File: src/rtl/button_event_gen.sv
// Converts a debounced button level into press/release/long/repeat event pulses.
// Define BUTTON_AUTO_REPEAT_EN to enable periodic repeat pulses while held long.
module button_event_gen #(
  parameter int unsigned LONG_CYCLES   = 50_000_000,
  parameter int unsigned REPEAT_CYCLES = 10_000_000,
  parameter int unsigned CNT_W         = 26
) (
  input  logic       clk,
  input  logic       rst,
  input  logic       btn_level,
  output logic       press_pulse,
  output logic       release_pulse,
  output logic       long_pulse,
  output logic       repeat_pulse,
  output logic       held_long,
  output logic [7:0] press_count
);

  typedef enum logic [1:0] {StIdle, StPressed, StLong} state_e;

  localparam logic [CNT_W-1:0] LongLast = CNT_W'(LONG_CYCLES - 1);

  state_e           state_q;
  logic             btn_q;
  logic [CNT_W-1:0] cnt_q;
  logic             rise;
  logic             fall;

  always_comb begin
    rise = btn_level & ~btn_q;
    fall = ~btn_level & btn_q;
  end

`ifdef BUTTON_AUTO_REPEAT_EN
  localparam logic [CNT_W-1:0] RepeatLast = CNT_W'(REPEAT_CYCLES - 1);
`else
  logic unused_repeat_cycles;
  assign unused_repeat_cycles = (REPEAT_CYCLES != 0);
`endif

  always_ff @(posedge clk) begin
    if (rst) begin
      state_q       <= StIdle;
      btn_q         <= 1'b0;
      cnt_q         <= '0;
      press_pulse   <= 1'b0;
      release_pulse <= 1'b0;
      long_pulse    <= 1'b0;
      repeat_pulse  <= 1'b0;
      held_long     <= 1'b0;
      press_count   <= 8'd0;
    end else begin
      btn_q         <= btn_level;
      press_pulse   <= 1'b0;
      release_pulse <= 1'b0;
      long_pulse    <= 1'b0;
      repeat_pulse  <= 1'b0;
      case (state_q)
        StIdle: begin
          cnt_q <= '0;
          if (rise) begin
            state_q     <= StPressed;
            press_pulse <= 1'b1;
            press_count <= press_count + 8'd1;
          end
        end
        StPressed: begin
          // Release wins over reaching the long threshold in the same cycle
          if (fall) begin
            state_q       <= StIdle;
            cnt_q         <= '0;
            release_pulse <= 1'b1;
          end else if (cnt_q == LongLast) begin
            state_q    <= StLong;
            cnt_q      <= '0;
            long_pulse <= 1'b1;
            held_long  <= 1'b1;
          end else begin
            cnt_q <= cnt_q + CNT_W'(1);
          end
        end
        StLong: begin
          if (fall) begin
            state_q       <= StIdle;
            cnt_q         <= '0;
            release_pulse <= 1'b1;
            held_long     <= 1'b0;
          end
`ifdef BUTTON_AUTO_REPEAT_EN
          else if (cnt_q == RepeatLast) begin
            cnt_q        <= '0;
            repeat_pulse <= 1'b1;
          end else begin
            cnt_q <= cnt_q + CNT_W'(1);
          end
`else
          else begin
            cnt_q <= '0;
          end
`endif
        end
        default: begin
          state_q   <= StIdle;
          cnt_q     <= '0;
          held_long <= 1'b0;
        end
      endcase
    end
  end

endmodule
File: config.mk
export PLATFORM = sky130hd
export DESIGN_NAME = button_event_gen
export DESIGN_NICKNAME = d
export VERILOG_FILES = /design/src/rtl/button_event_gen.sv
export SDC_FILE = /design/constraint.sdc
export NUM_CORES = 1
export LEC_CHECK = 0
export ABC_AREA = 1
export CORE_ASPECT_RATIO = 0.75
export CORE_MARGIN = 2
export CORE_UTILIZATION = 30
export DETAILED_ROUTE_END_ITERATION = 7
export GPL_ROUTABILITY_DRIVEN = 0
export PLACE_DENSITY_LB_ADDON = 0.12
export SKIP_LAST_GASP = 1
export SLEW_MARGIN = 30
export SYNTH_ARGS = -nofsm -noshare
export SYNTH_HDL_FRONTEND = slang
export SYNTH_SLANG_ARGS = --single-unit
File: constraint.sdc
create_clock -name clk -period 1.45 [get_ports clk]
set_input_delay 0.29 -clock clk [delete_from_list [all_inputs] [get_ports clk]]
set_output_delay 0.29 -clock clk [all_outputs]
set_load 0.005 [all_outputs]
; ---- After elaboration in Yosys (flattened, before gate mapping)
; Index checks and enable logic that the tools add are counted.
; W data, S select, Z words.
[classes]
bitwise_logic = 7
add_sub_neg = 2
n_reduce_logical = 9
n_eq_ne = 8
mux = 12
[op_table]
columns = op, count
row1 = $add A26 B1 Y26 const B, 1
row2 = $eq A26 B26 Y1 const B, 1
row3 = $add A8 B1 Y8 const B, 1
row4 = $mux W2, 4
row5 = $ne A2 B2 Y1 const B, 4
row6 = $mux W1, 6
row7 = $pmux W2 S3, 1
row8 = $reduce_or A2 Y1, 3
row9 = $not A1 Y1, 5
row10 = $reduce_and A4 Y1, 1
row11 = $reduce_or A4 Y1, 1
row12 = $ne A3 B3 Y1 const B, 1
row13 = $pmux W1 S3, 1
row14 = $reduce_and A3 Y1, 1
row15 = $reduce_or A3 Y1, 1
row16 = $and A1 B1 Y1, 2
row17 = $eq A2 B1 Y1 const B, 1
row18 = $eq A2 B2 Y1 const B, 1
row19 = $logic_not A2 Y1, 1
row20 = $reduce_and A2 Y1, 1
[totals]
wordCells = 46
ff_bits = 41
output_inout_bits = 13

; ---- Logic depth before layout (Yosys ltp)
; Gate-level depths: netlist of run 1.
[logic_depth]
word_depth = 4
mapped_depth = 10
depth_no_buf = 10

; ---- Worst setup path before layout of run 1
; OpenSTA, ideal clock, no wires.
[synth_path]
path_type = flip-flop to flip-flop
from = register cnt_q[0]
to = register cnt_q[12]
arrival_time_ns = 1.285
setup_ns = 0.122
path_slack_ns = 0.043
path_stages_with_launch = 10
path_cell_list = dfxtp_1 -> ha_1 -> nand2_2 -> nor2_8 -> inv_2 -> nor2_1 -> nand2_2 -> nand2_4 -> buf_6 -> a21oi_1
[synth_between]
elab_chain_cells = 2
elab_cells_between_ends = 3
[synth_lines]
columns = item, line
row1 = "start, declared", 25  ; logic [CNT_W-1:0] cnt_q;
row2 = "start signal, assigned", 79  ; cnt_q <= cnt_q + CNT_W'(1);
row3 = "parallel branches: the longest is 2 deep, another holds $add A26 B1 Y26", --
; Parallel ways; which one is timed is not known.
; A chain may end at the register's enable or synchronous reset.

; ---- Worst setup path after layout of run 1
[layout_path]
from = register cnt_q[0]
to = register cnt_q[10]
; Same word-level chain as after synthesis.

==> results.txt, run 1 <==
In this run the most critical hold path is launched from held_long$_SDFFE_PP0P_. The H-tree was split into 2 levels. After synthesis, the largest family of logic cells by area is simple AND/OR/NAND/NOR gates. The achievable clock frequency came out at 0.702 GHz.

Leaving out fill and tap cells, the most frequent cell in the layout is sky130_fd_sc_hd__nand2_1. The diode insertion count for antenna repair is 0. The floorplan step defined a core boundary enclosing 0.00690 mm^2.

The count of nets after finishing came out at 380. The via count of the first global-routing pass was 1,847. Counting instances, the worst hold path has a depth of 2. The largest individual stage delay along the critical path comes from the cell sky130_fd_sc_hd__dfxtp_2. The effective utilization at floorplan is 31.4%. The number of buffers inserted for hold repair after clock tree synthesis is 0.

The sequential fraction of the synthesis area came out at 37.9%. The total vias in the final route is 2,057. Across the run, the number of max-cap violations was 0. The arrival time reported for the critical path endpoint came out at 1.66 ns.

The cell family with the largest share of critical-path delay is simple AND/OR/NAND/NOR gates. The internal portion of the total power is 1.79 mW. The finished layout cell area came out at 0.00291 mm^2. The path class of the tightest hold or removal check is reg2reg. The combinational share of power came out at 21.8%.

The maximum cell stage delay along the critical path came out at 0.36 ns. The die area came out at 0.00791 mm^2. The number of storage elements in the synthesis netlist came out at 41. The clock network fraction of design power is 30.6%. The worst clock skew on the final layout came out at 0.00757 ns. The post-detailed-placement cell area came out at 0.00262 mm^2.

Using the TritonRoute via totals, the vias-per-cell ratio works out to 4.38. The count of nets left with antenna violations once routing finished came out at 0. The count of port buffers added during placement is 14. Global routing finished with a remaining overflow of 0.

The post-synthesis to final-layout area growth is 34.6%. The fill cell total of the finished layout came out at 745. Counting every instance in the synthesized netlist gives 316.

The ratio of cells with drive above 1 in the final layout came out at 27.4%. The area of the mapped netlist came out at 0.00216 mm^2. The wire-length estimate of the detail-placed layout is 4100 um.

The netlist uses 30 different library cells. The wire length after detailed routing is 5360 um. The total length of routed met2 wires came out at 1970 um. Traced cell by cell, the critical path runs through ha_4 > nand2_4 > nor2_8 > buf_12 > nand2_4 > nor2_2 > nand2_1 > or2_0 > a21oi_2. The nature of the critical path startpoint is a flop. The xor and xnor area share after synthesis is 3.64%. The first global-routing pass estimated 8990 um of wire. The worst-case IR drop observed on VDD is 0.000743 V. The initialized floorplan defines 26 standard-cell rows.

In the synthesized netlist, mux cells make up 0% of the area. The startpoint identified for the worst register-to-register timing path is cnt_q[0]$_SDFF_PP0_. The number of clock sinks seen by CTS came out at 41. The overall routing resource usage is 14.5%. The count of TritonRoute iterations in the first routing pass came out at 4. The adder-cell area share of the yosys netlist is 2.89%. The initial antenna violation count came to 0. The basic-gate share of the synthesized area counting and, or, nand and nor cells came out at 38.9%.

The total DRC errors in the routed layout came out at 0. The total leakage power came out at 1.19 nW. The vertical extent of the die is 77.5 um. The areal power density over the cells came out at 870 mW/mm^2. The worst register-to-register path has a setup slack of 0.03 ns. The boundary pin count came out at 16.

STA classifies the critical path endpoint as a flop. The number of DRC markers after the initial detailed-route iteration came out at 110. Setup repair after global routing could not meet its margin everywhere. Setup violations remaining at the end of the flow were counted as 0.

The net switching power is 0.743 mW. The most frequent cell on the critical path is sky130_fd_sc_hd__nand2_4. The relative contribution of sequential cells to total power came out at 47.6%. The final-report max-slew violation count is 0. The routed metal-1 wirelength is 3080 um.

No sink is reached through more buffers than the 2 on the longest clock path. The average cell area after synthesis is 6.85 um^2. The highest routed metal layer is met4. The fraction of power spent switching nets came out at 29.3%.

Adding up every negative setup slack in the final design gives 0 ns. The combined buffer and inverter count along the critical path is 1. The TritonCTS clock tree is built. The compound-cell area share of the yosys netlist is 8.16%. The largest net degree at the start of global routing came out at 26. Yosys printed 0 warnings.

The worst reg2reg path depth came out at 9. The root buffer cell is sky130_fd_sc_hd__clkbuf_8. The flow ran to the end, and the final reports show no timing, DRC or antenna violations. The clock-pin slew on the worst setup and hold paths is 0.08 ns. The insertion delay of the later-clocked pin in the worst-skew pair is 0.30 ns. The worst hold-check slack came out at 0.454 ns. The classification of the worst setup path is reg2reg.

The number of nets handed over by synthesis was 324. The time the final worst path needs with I/O delays and setup came out at 1.42 ns. The total CTS buffers is 5. The final period utilization came out at 98.2%. The data required time at the worst endpoint came out at 1.68 ns. The number of endpoints with negative hold slack in the final report is 0. The terminus of the critical flop-to-flop path is cnt_q[10]$_SDFF_PP0_. Along the worst path, the maximum fanout reaches 4. The library cells used most frequently in the layout, excluding fill and tap cells, are sky130_fd_sc_hd__nand2_1 (75), sky130_fd_sc_hd__nor2_1 (46), sky130_fd_sc_hd__buf_4 (38), sky130_fd_sc_hd__inv_1 (33), sky130_fd_sc_hd__a21oi_1 (21). The chip width is 102 um. The worst hold path terminates at held_long$_SDFFE_PP0P_. Wire segments on met3 add up to 249 um in the final route. In the final routed layout, each cell accounts on average for 11.4 um.
[Yosys cell counts, drive strengths merged]
cell type	n	share of area, %
nor2	62	13
nand3	12	3.0
nand3b	3	1.0
buf	3	1.4
and3	2	0.58
nand4	7	2.0
a21oi	22	5.3
nor3b	2	0.93
nand2	83	16
xor2	5	2.0
inv	39	6.8
dfxtp	41	38
ha	5	2.9
xnor2	4	1.6
o21ai	11	2.5
clkbuf	1	0.17
nor3	9	2.1
conb	1	0.17
or2	3	0.87
o211ai	1	0.35
[worst max-delay path by stage]
stage | startpoint | end | slack (ns) | cells after the start
floorplan | cnt_q[0]$_SDFF_PP0_ | cnt_q[12]$_SDFF_PP0_ | 0.04 | 9
detailed placement | btn_level | cnt_q[2]$_SDFF_PP0_ | -0.26 | 7
global route | cnt_q[1]$_SDFF_PP0_ | cnt_q[10]$_SDFF_PP0_ | -0.04 | 9
global placement | btn_level | cnt_q[2]$_SDFF_PP0_ | -0.23 | 7
finish | cnt_q[0]$_SDFF_PP0_ | cnt_q[10]$_SDFF_PP0_ | 0.03 | 9
CTS | cnt_q[0]$_SDFF_PP0_ | cnt_q[10]$_SDFF_PP0_ | -0.001 | 9
[per-layer routing]
metal  track usage, %  vias up
li1                 -     1107
met5                0        -
met1             24.0      903
met4             4.00        0
met2             18.3       42
met3             2.97        5
[repair_timing]
action,CTS,global route
pin swaps,1,7
resized for setup,16,32
buffers inserted,6,4
endpoints found under the setup margin,34,39
[cell families after synthesis]
logic type	Yosys count
AOI/OAI and AO/OA	34
adders and majority gates	5
and+or+nand+nor	183
DFF	41
xor gates and xnor gates	9
other	1
buffers and inverters	43
[tightest hold or removal path, stage by stage (launching register included)]
cell and delay, ns:
sky130_fd_sc_hd__dfxtp_2 0.32, sky130_fd_sc_hd__inv_1 0.04, sky130_fd_sc_hd__a21oi_1 0.05
[cell type report]
class                           count  area, um^2  share of cell area [%]
Tap cell                           98         123                    4.21
Multi-Input combinational cell    232        1250                    42.8
Timing Repair Buffer               53         460                    15.8
Clock buffer                        7        86.3                    2.97
Inverter                           39         146                    5.03
Sequential cell                    41         850                    29.2
[metrics by stage]
| step | power (mW) | worst slack [ns] | utilization, % | instances |
|---|---|---|---|---|
| final | 2.53 | 0.0254 | 42.2 | 470 |
| after global routing | 2.69 | -0.0435 | 42.2 | 470 |
| after CTS | 2.55 | -0.00124 | 40.6 | 466 |
| after detailed placement | 1.73 | -0.263 | 38.0 | 453 |
| after global placement | 1.74 | -0.225 | 38.0 | 453 |
| after floorplan | 1.55 | 0.0431 | - | 316 |
[registers in the layout, summed over array words and instances (netlist names)]
| signal | flops |
|---|---|
| release_pulse | 1 |
| held_long | 1 |
| cnt_q | 26 |
| btn_q | 1 |
| press_pulse | 1 |
| long_pulse | 1 |
| press_count | 8 |
| state_q | 2 |
[power groups by stage]
stage	Clock, mW	Sequential, mW	Combinational [mW]
2_1_floorplan	0	1.23	0.321
3_3_place_gp	0	1.23	0.507
3_5_place_dp	0	1.24	0.497
4_1_cts	0.808	1.21	0.538
5_1_grt	0.856	1.21	0.619
6_report	0.776	1.21	0.552
Note: power is estimated with default switching activity, not from simulation.
==> run 2: changes to the inputs <==
- PLACE_DENSITY_LB_ADDON: 0.12 -> 0.3
==> run 2 against run 1 <==
- combinational power is 0.9% lower
- flip-flop and latch count stayed put
- worst setup slack better by 0.014 ns
- critical endpoint is now cnt_q[16]$_SDFF_PP0_
- sequential share of layout area down 0.12 points
- critical path depth decreased by 1
- critical path type unchanged
- clock skew shrank 0.0023 ns
- largest power group unchanged
- routed wire length is 1.7% lower
- sequential power about the same
- worst hold slack better by 0.0053 ns
- fmax rose by 1.0%
==> results.txt, run 2 (synthesis results as in run 1) <==
The detail-routed via count per cell is 4.47. The placed wire-length estimate after detailed placement came out at 3880 um. The via count of the first global-routing pass came out at 1,937. STA puts the critical path data arrival time at 1.60 ns. Setup repair after global routing could not meet its margin everywhere. The detailed-routed wire length on met3 is 192 um. In this run the worst setup path begins at cnt_q[1]$_SDFF_PP0_. The total negative setup slack is 0 ns.

In the final routed layout, each cell accounts on average for 11.3 um. The detail route stage leaves a number of antenna-violating nets equal to 0. The core outline area came out at 0.00690 mm^2. The net switching power came out at 0.750 mW. The number of DRC markers after the initial detailed-route iteration is 99. In the finished design, the share of the clock period the worst path needs comes to 97.3%. Hold timing on the final database bottoms out at a slack of 0.460 ns.

Counting along the longest clock path gives a buffer depth of 2. Across the VDD grid, the largest voltage drop is 0.000658 V. The diode insertion count for antenna repair is 0. For this block, the routed nets add up to 5270 um of wire. The total leakage power came out at 1.20 nW. STA classifies the critical path startpoint as a flop. The max capacitance violation total is 0. The clock-pin slew on the worst setup and hold paths came out at 0.08 ns. The total vias in the final route is 2,077. The relative contribution of sequential cells to total power is 44.5%. The worst path setup slack after routing came out at 0.0397 ns. Among all stages on the critical path, the largest delay is contributed by sky130_fd_sc_hd__dfxtp_2. The floorplan step defined a die boundary enclosing 0.00791 mm^2. The finished layout cell area came out at 0.00291 mm^2.

The startpoint identified for the worst register-to-register timing path is cnt_q[1]$_SDFF_PP0_. The largest driver fanout on the critical path is 4. For the worst-skew pair, the clock arrives at the later sink with an insertion delay of 0.29 ns.

The final-report max-slew violation count came to 0. The combinational share of power is 20.2%. The count of nets after finishing is 374. Measured along the y axis, the die boundary spans 77.5 um.

Buffers inserted during clock tree synthesis total 5. In this run the number of H-tree levels came out at 2. The total DRC errors in the routed layout came out at 0. The cell row count came out at 26.

The area growth from synthesis to layout is 34.5%. The clock net in this run drives a total of 41 sinks. The count of TritonRoute iterations in the first routing pass is 4. In the final layout, the registers with the most flip-flops are cnt_q: 26 flops, press_count: 8 flops, state_q: 2 flops. The final-report setup violation count came out at 0. The cell sitting at the root of the clock tree is a sky130_fd_sc_hd__clkbuf_8. The most common cell after layout, fill and taps aside is sky130_fd_sc_hd__nand2_1. The first-pass GRT wire length is 8930 um. The achievable clock frequency is 0.709 GHz. The clock arrives with 0.00526 ns of skew. The largest net degree at the start of global routing came out at 14.

For this run the aggregate overflow at the end of global routing stands at 0. The data required time at the worst endpoint came out at 1.64 ns. The register ranked first by flip-flop count is cnt_q. The routed metal-1 wirelength came out at 2900 um. The areal power density over the cells is 933 mW/mm^2. The post-detailed-placement cell area came out at 0.00259 mm^2. Counting both buffers and inverters, the worst setup path holds a total of 1. The kind of cell with the highest combined delay along the critical path is simple AND/OR/NAND/NOR gates.

The flow ran to the end, and the final reports show no timing, DRC or antenna violations. The cell-internal power is 1.97 mW. The setup path with the least slack is of type reg2reg. The number of cells in the finished layout apart from fillers came out at 465. The register with the most flip-flops in the layout has 26 of them. The largest single stage delay on the critical path is 0.36 ns. The kind of end point of the critical path is a flop. The fraction of power spent switching nets came out at 27.6%. The total length of routed met2 wires is 2100 um.

Measured in cells, the most critical reg-to-reg path has a length of 8. TritonCTS built the clock tree. Once placement completed, the tool counted placed cells totaling 449. In the global route stage, overall resource usage came out at 14.2%.

In this run the most critical hold path is launched from held_long$_SDFFE_PP0P_. The clock network fraction of design power came out at 35.4%. The time the final worst path needs with I/O delays and setup came out at 1.41 ns. The initial antenna violation count came out at 0. The effective utilization at floorplan came out at 31.4%. The ratio of cells with drive above 1 in the final layout is 27.0%. Counting instances, the worst hold path has a depth of 2. The chip width came out at 102 um. In the layout the commonest cells are sky130_fd_sc_hd__nand2_1 (73), sky130_fd_sc_hd__nor2_1 (44), sky130_fd_sc_hd__inv_1 (33), sky130_fd_sc_hd__buf_4 (30), sky130_fd_sc_hd__dfxtp_1 (23). The number of endpoints with negative hold slack in the final report came out at 0. The count of port buffers added during placement is 14. The number of cells on the critical path is 8. The boundary pin count is 16.

Signal routing reaches up to met4. Walking the worst path, the cells encountered are ha_4 > nand2_4 > nor2_8 > buf_12 > and3_1 > nand2_1 > xor2_1 > nor2_1. The worst hold path belongs to the class reg2reg.

OpenSTA, run right after detailed placement, puts the worst setup slack at -0.323 ns.
[run 2: cell count changes in the layout (fill, tap and decap cells not counted), sizes merged]
cell,previous run,this run
bufinv,0,1
dlygate4sd2,0,1
buf,39,32
clkdlybuf4s50,8,6
dlymetal6s2s,6,7
nand2,83,84
[run 2: worst paths after layout]
check | endpoint | slack, ns
hold reg to reg | held_long$_SDFFE_PP0P_ | 0.46
setup reg to reg | cnt_q[16]$_SDFF_PP0_ | 0.04
setup / recovery | cnt_q[16]$_SDFF_PP0_ | 0.04
hold / removal | held_long$_SDFFE_PP0P_ | 0.46
[run 2: layout make-up]
cell class / count / area (um^2)
clock buffer: 7 / 86.3
inverter: 39 / 146
fill: 739 / 3990
timing repair buffer: 46 / 413
tap: 98 / 123
sequential: 41 / 846
clock inverter: 1 / 30.0
multi-input combinational: 233 / 1270
[run 2: per-layer routing]
layer  up-vias  global-route usage (%)
li1       1099                       -
met1       936                    21.5
met2        32                    19.7
met3        10                    3.15
met4         0                    4.40
met5         -                       0
[run 2: power by group through the flow]
stage,Clock (mW),Combinational (mW),Sequential (mW)
final,0.960,0.547,1.21
after global routing,1.02,0.617,1.21
after CTS,0.976,0.526,1.21
after detailed placement,0,0.482,1.24
after global placement,0,0.481,1.23
after floorplan,0,0.321,1.23
[run 2: worst min-delay path, delay by kind of cell, from the launching register on]
kind | cells | cell delay, ns
flip-flops | 1 | 0.31
AO/OA/AOI/OAI | 1 | 0.06
buffers and inverters | 1 | 0.05
[run 2: metrics by stage]
| stage | total power, mW | util (%) |
|---|---|---|
| floorplan | 1.55 | - |
| global placement | 1.71 | 37.6 |
| detailed placement | 1.72 | 37.6 |
| CTS | 2.71 | 40.4 |
| global route | 2.85 | 42.2 |
| finish | 2.72 | 42.2 |
[run 2: repair_timing]
| item | CTS | global route |
|---|---|---|
| hold buffers | 0 | 0 |
| buffers inserted | 1 | 6 |
| pin swaps | 5 | 5 |
| gates cloned | 1 | 0 |
| endpoints found under the setup margin | 34 | 40 |
| gates resized for setup | 22 | 34 |
==> run 3: changes to the inputs <==
- PLACE_DENSITY_LB_ADDON: 0.3 -> 0.05
- clock period: 1.45 -> 1.7 ns (I/O delays scaled with it)
==> run 3 against run 2 <==
- flip-flop and latch count stayed put
- worst hold slack got worse by 0.031 ns
- design area decreased by 9.1%
- routed wire length down 0.95%
- clock-buffer cell count decreased by 2
- via count is 7.3% lower
- power fell by 12%
- clock power fell by 1%
- critical path type is now reg2out
- combinational power is 24% lower
- largest cell class unchanged
- critical path depth is 7 lower
==> results.txt, run 3 (synthesis results as in run 1) <==
The overflow left after global routing came out at 0. The arrival time reported for the critical path endpoint came out at 1.25 ns. The count of nets after finishing is 353. The ratio of cells with drive above 1 in the final layout is 13.9%. The tool flagged a number of max-cap violations equal to 0. The initial utilization of the core area, before any placement, comes to 31.4%. The initial antenna violation count is 0. The worst reg2reg path startpoint is cnt_q[0]$_SDFF_PP0_. The cell family with the largest share of critical-path delay is buffers and inverters. The worst reg2reg path depth is 9. The areal power density over the cells is 906 mW/mm^2. The library cell used most frequently in the layout, excluding fill and tap cells, is sky130_fd_sc_hd__nand2_1. The worst setup path is of the reg2out kind. The wire length after detailed routing is 5220 um.

The worst setup path is launched from a flop. The final-report max-slew violation count is 0. The maximum cell stage delay along the critical path came out at 0.54 ns.

The die covers 0.00791 mm^2. The kind of end point of the critical path is an output pin. The via count of the first global-routing pass came to 1,783.

The overall routing resource usage is 14.2%. The total DRC errors in the routed layout is 0. The clock period could shrink to 1.59 ns. The number of clock sinks seen by CTS came out at 41. Buffers inserted during clock tree synthesis total 5. The count of port buffers added during placement came out at 14.

Using the TritonRoute via totals, the vias-per-cell ratio works out to 4.34. The post-synthesis to final-layout area growth came out at 22.3%. Overall power consumption after layout is estimated at 2.40 mW.

The count of nets left with antenna violations once routing finished came out at 0. The HPWL after detailed placement is 3950 um. Hold is met by 0.428 ns. The critical path ends at press_count[3].

Dividing the detail-routed wire length by the instance count gives 11.8 um. The number of H-tree branching levels came out at 2. The worst-case register-to-register setup slack is 0.12 ns. On the critical path, the stage with the largest delay is an instance of sky130_fd_sc_hd__clkdlybuf4s50_1. The number of cells on the critical path is 1. The combined buffer and inverter count along the critical path came out at 1. The data required time at the worst endpoint came out at 1.36 ns.

The worst register-to-register path ends at cnt_q[10]$_SDFF_PP0_. The largest net degree at the start of global routing is 26. The vertical extent of the die came out at 77.5 um. The fill cell total of the finished layout came out at 757.

The number of DRC markers after the initial detailed-route iteration came out at 97. TritonCTS built the clock tree. The first global-routing pass estimated 8920 um of wire.

The number of buffers on the longest clock path is 2. The die is 102 um wide. The clock reaches the later pin of the worst-skew pair after 0.29 ns. Walking the worst path, the cells encountered are clkdlybuf4s50_1.

The total leakage power came out at 0.924 nW. The floorplan has 26 rows. The register with the most flip-flops in the layout has 26 of them.

The number of buffers inserted for hold repair after clock tree synthesis came out at 0. Leaving out fill and tap cells, the most frequent cells in the layout are sky130_fd_sc_hd__nand2_1 (76), sky130_fd_sc_hd__nor2_1 (52), sky130_fd_sc_hd__dfxtp_1 (39), sky130_fd_sc_hd__inv_1 (34), sky130_fd_sc_hd__a21oi_1 (21). The core outline area is 0.00690 mm^2. The final period utilization came out at 93.6%. The cell sitting at the root of the clock tree is a sky130_fd_sc_hd__clkbuf_8.

The first TritonRoute pass finished after 4 iterations. The run finished with clean final reports. The largest registers in the layout are cnt_q: 26 flops, press_count: 8 flops, state_q: 2 flops.

The worst clock skew on the final layout is 0.00666 ns. The clock-pin slew on the worst setup and hold paths is 0.09 ns. The achievable clock frequency is 0.629 GHz. The routed layout has 1,925 vias. During I/O placement, the number of pins put on the boundary was 16. The worst-case IR drop observed on VDD is 0.000424 V. The number of endpoints with negative hold slack in the final report came to 0. Ranked by flip-flop count, first place goes to cnt_q. The final-report setup violation count is 0. The most critical setup path has its startpoint at press_count[3]$_SDFFE_PP0P_. The largest driver fanout on the critical path is 6. The min-delay analysis places its worst path in the category reg2reg.

The diode insertion count for antenna repair is 0. In the final timing run, aggregate negative setup slack is 0 ns.
==> run 3: timing repair <==
item | CTS | global route
endpoints found under the setup margin | 0 | 26
resized for setup | 0 | 5
endpoints found under the hold margin | 0 | 0
buffers inserted | 0 | 2
==> run 3: worst min path at each step <==
stage,from,end,cells past startpoint,slack [ns]
after floorplan,cnt_q[0]$_SDFF_PP0_,cnt_q[0]$_SDFF_PP0_,1,0.42
after global placement,cnt_q[0]$_SDFF_PP0_,cnt_q[0]$_SDFF_PP0_,1,0.44
after detailed placement,cnt_q[0]$_SDFF_PP0_,cnt_q[0]$_SDFF_PP0_,1,0.43
after CTS,cnt_q[0]$_SDFF_PP0_,cnt_q[0]$_SDFF_PP0_,1,0.46
after global routing,cnt_q[0]$_SDFF_PP0_,cnt_q[0]$_SDFF_PP0_,1,0.46
final,cnt_q[0]$_SDFF_PP0_,cnt_q[0]$_SDFF_PP0_,1,0.43
==> run 3: metal layers <==
layer  routed length, um  global-route usage [%]  up-vias
met5                   0                       0        -
met2                1960                    18.8       24
li1                    -                       -     1053
met1                2970                    23.3      846
met4                  18                    2.13        0
met3                 263                    3.24        2
==> run 3: through the flow <==
stage | setup WS, ns | utilization [%] | instance area (um^2) | std cells
global placement | -0.0329 | 35.8 | 2470 | 434
detailed placement | -0.0989 | 35.8 | 2470 | 434
finish | 0.110 | 38.4 | 2650 | 444
global route | -0.00693 | 38.4 | 2650 | 444
floorplan | 0.293 | - | 2160 | 316
CTS | 0.0555 | 37.7 | 2600 | 442
==> run 3: where the power goes <==
group	leakage [nW]	internal, mW	switching [mW]
Combinational	0.523	0.171	0.245
Clock	0.0681	0.584	0.362
Sequential	0.332	1.00	0.0306
Total	0.924	1.76	0.638
==> run 3: final cells by class <==
class	count	area [um^2]	share of cell area, %
clock inverter	3	65.1	2.46
multi-input combinational	232	1180	44.5
inverter	39	146	5.53
clock buffer	5	68.8	2.60
sequential	41	823	31.1
tap	98	123	4.64
timing repair buffer	26	243	9.18
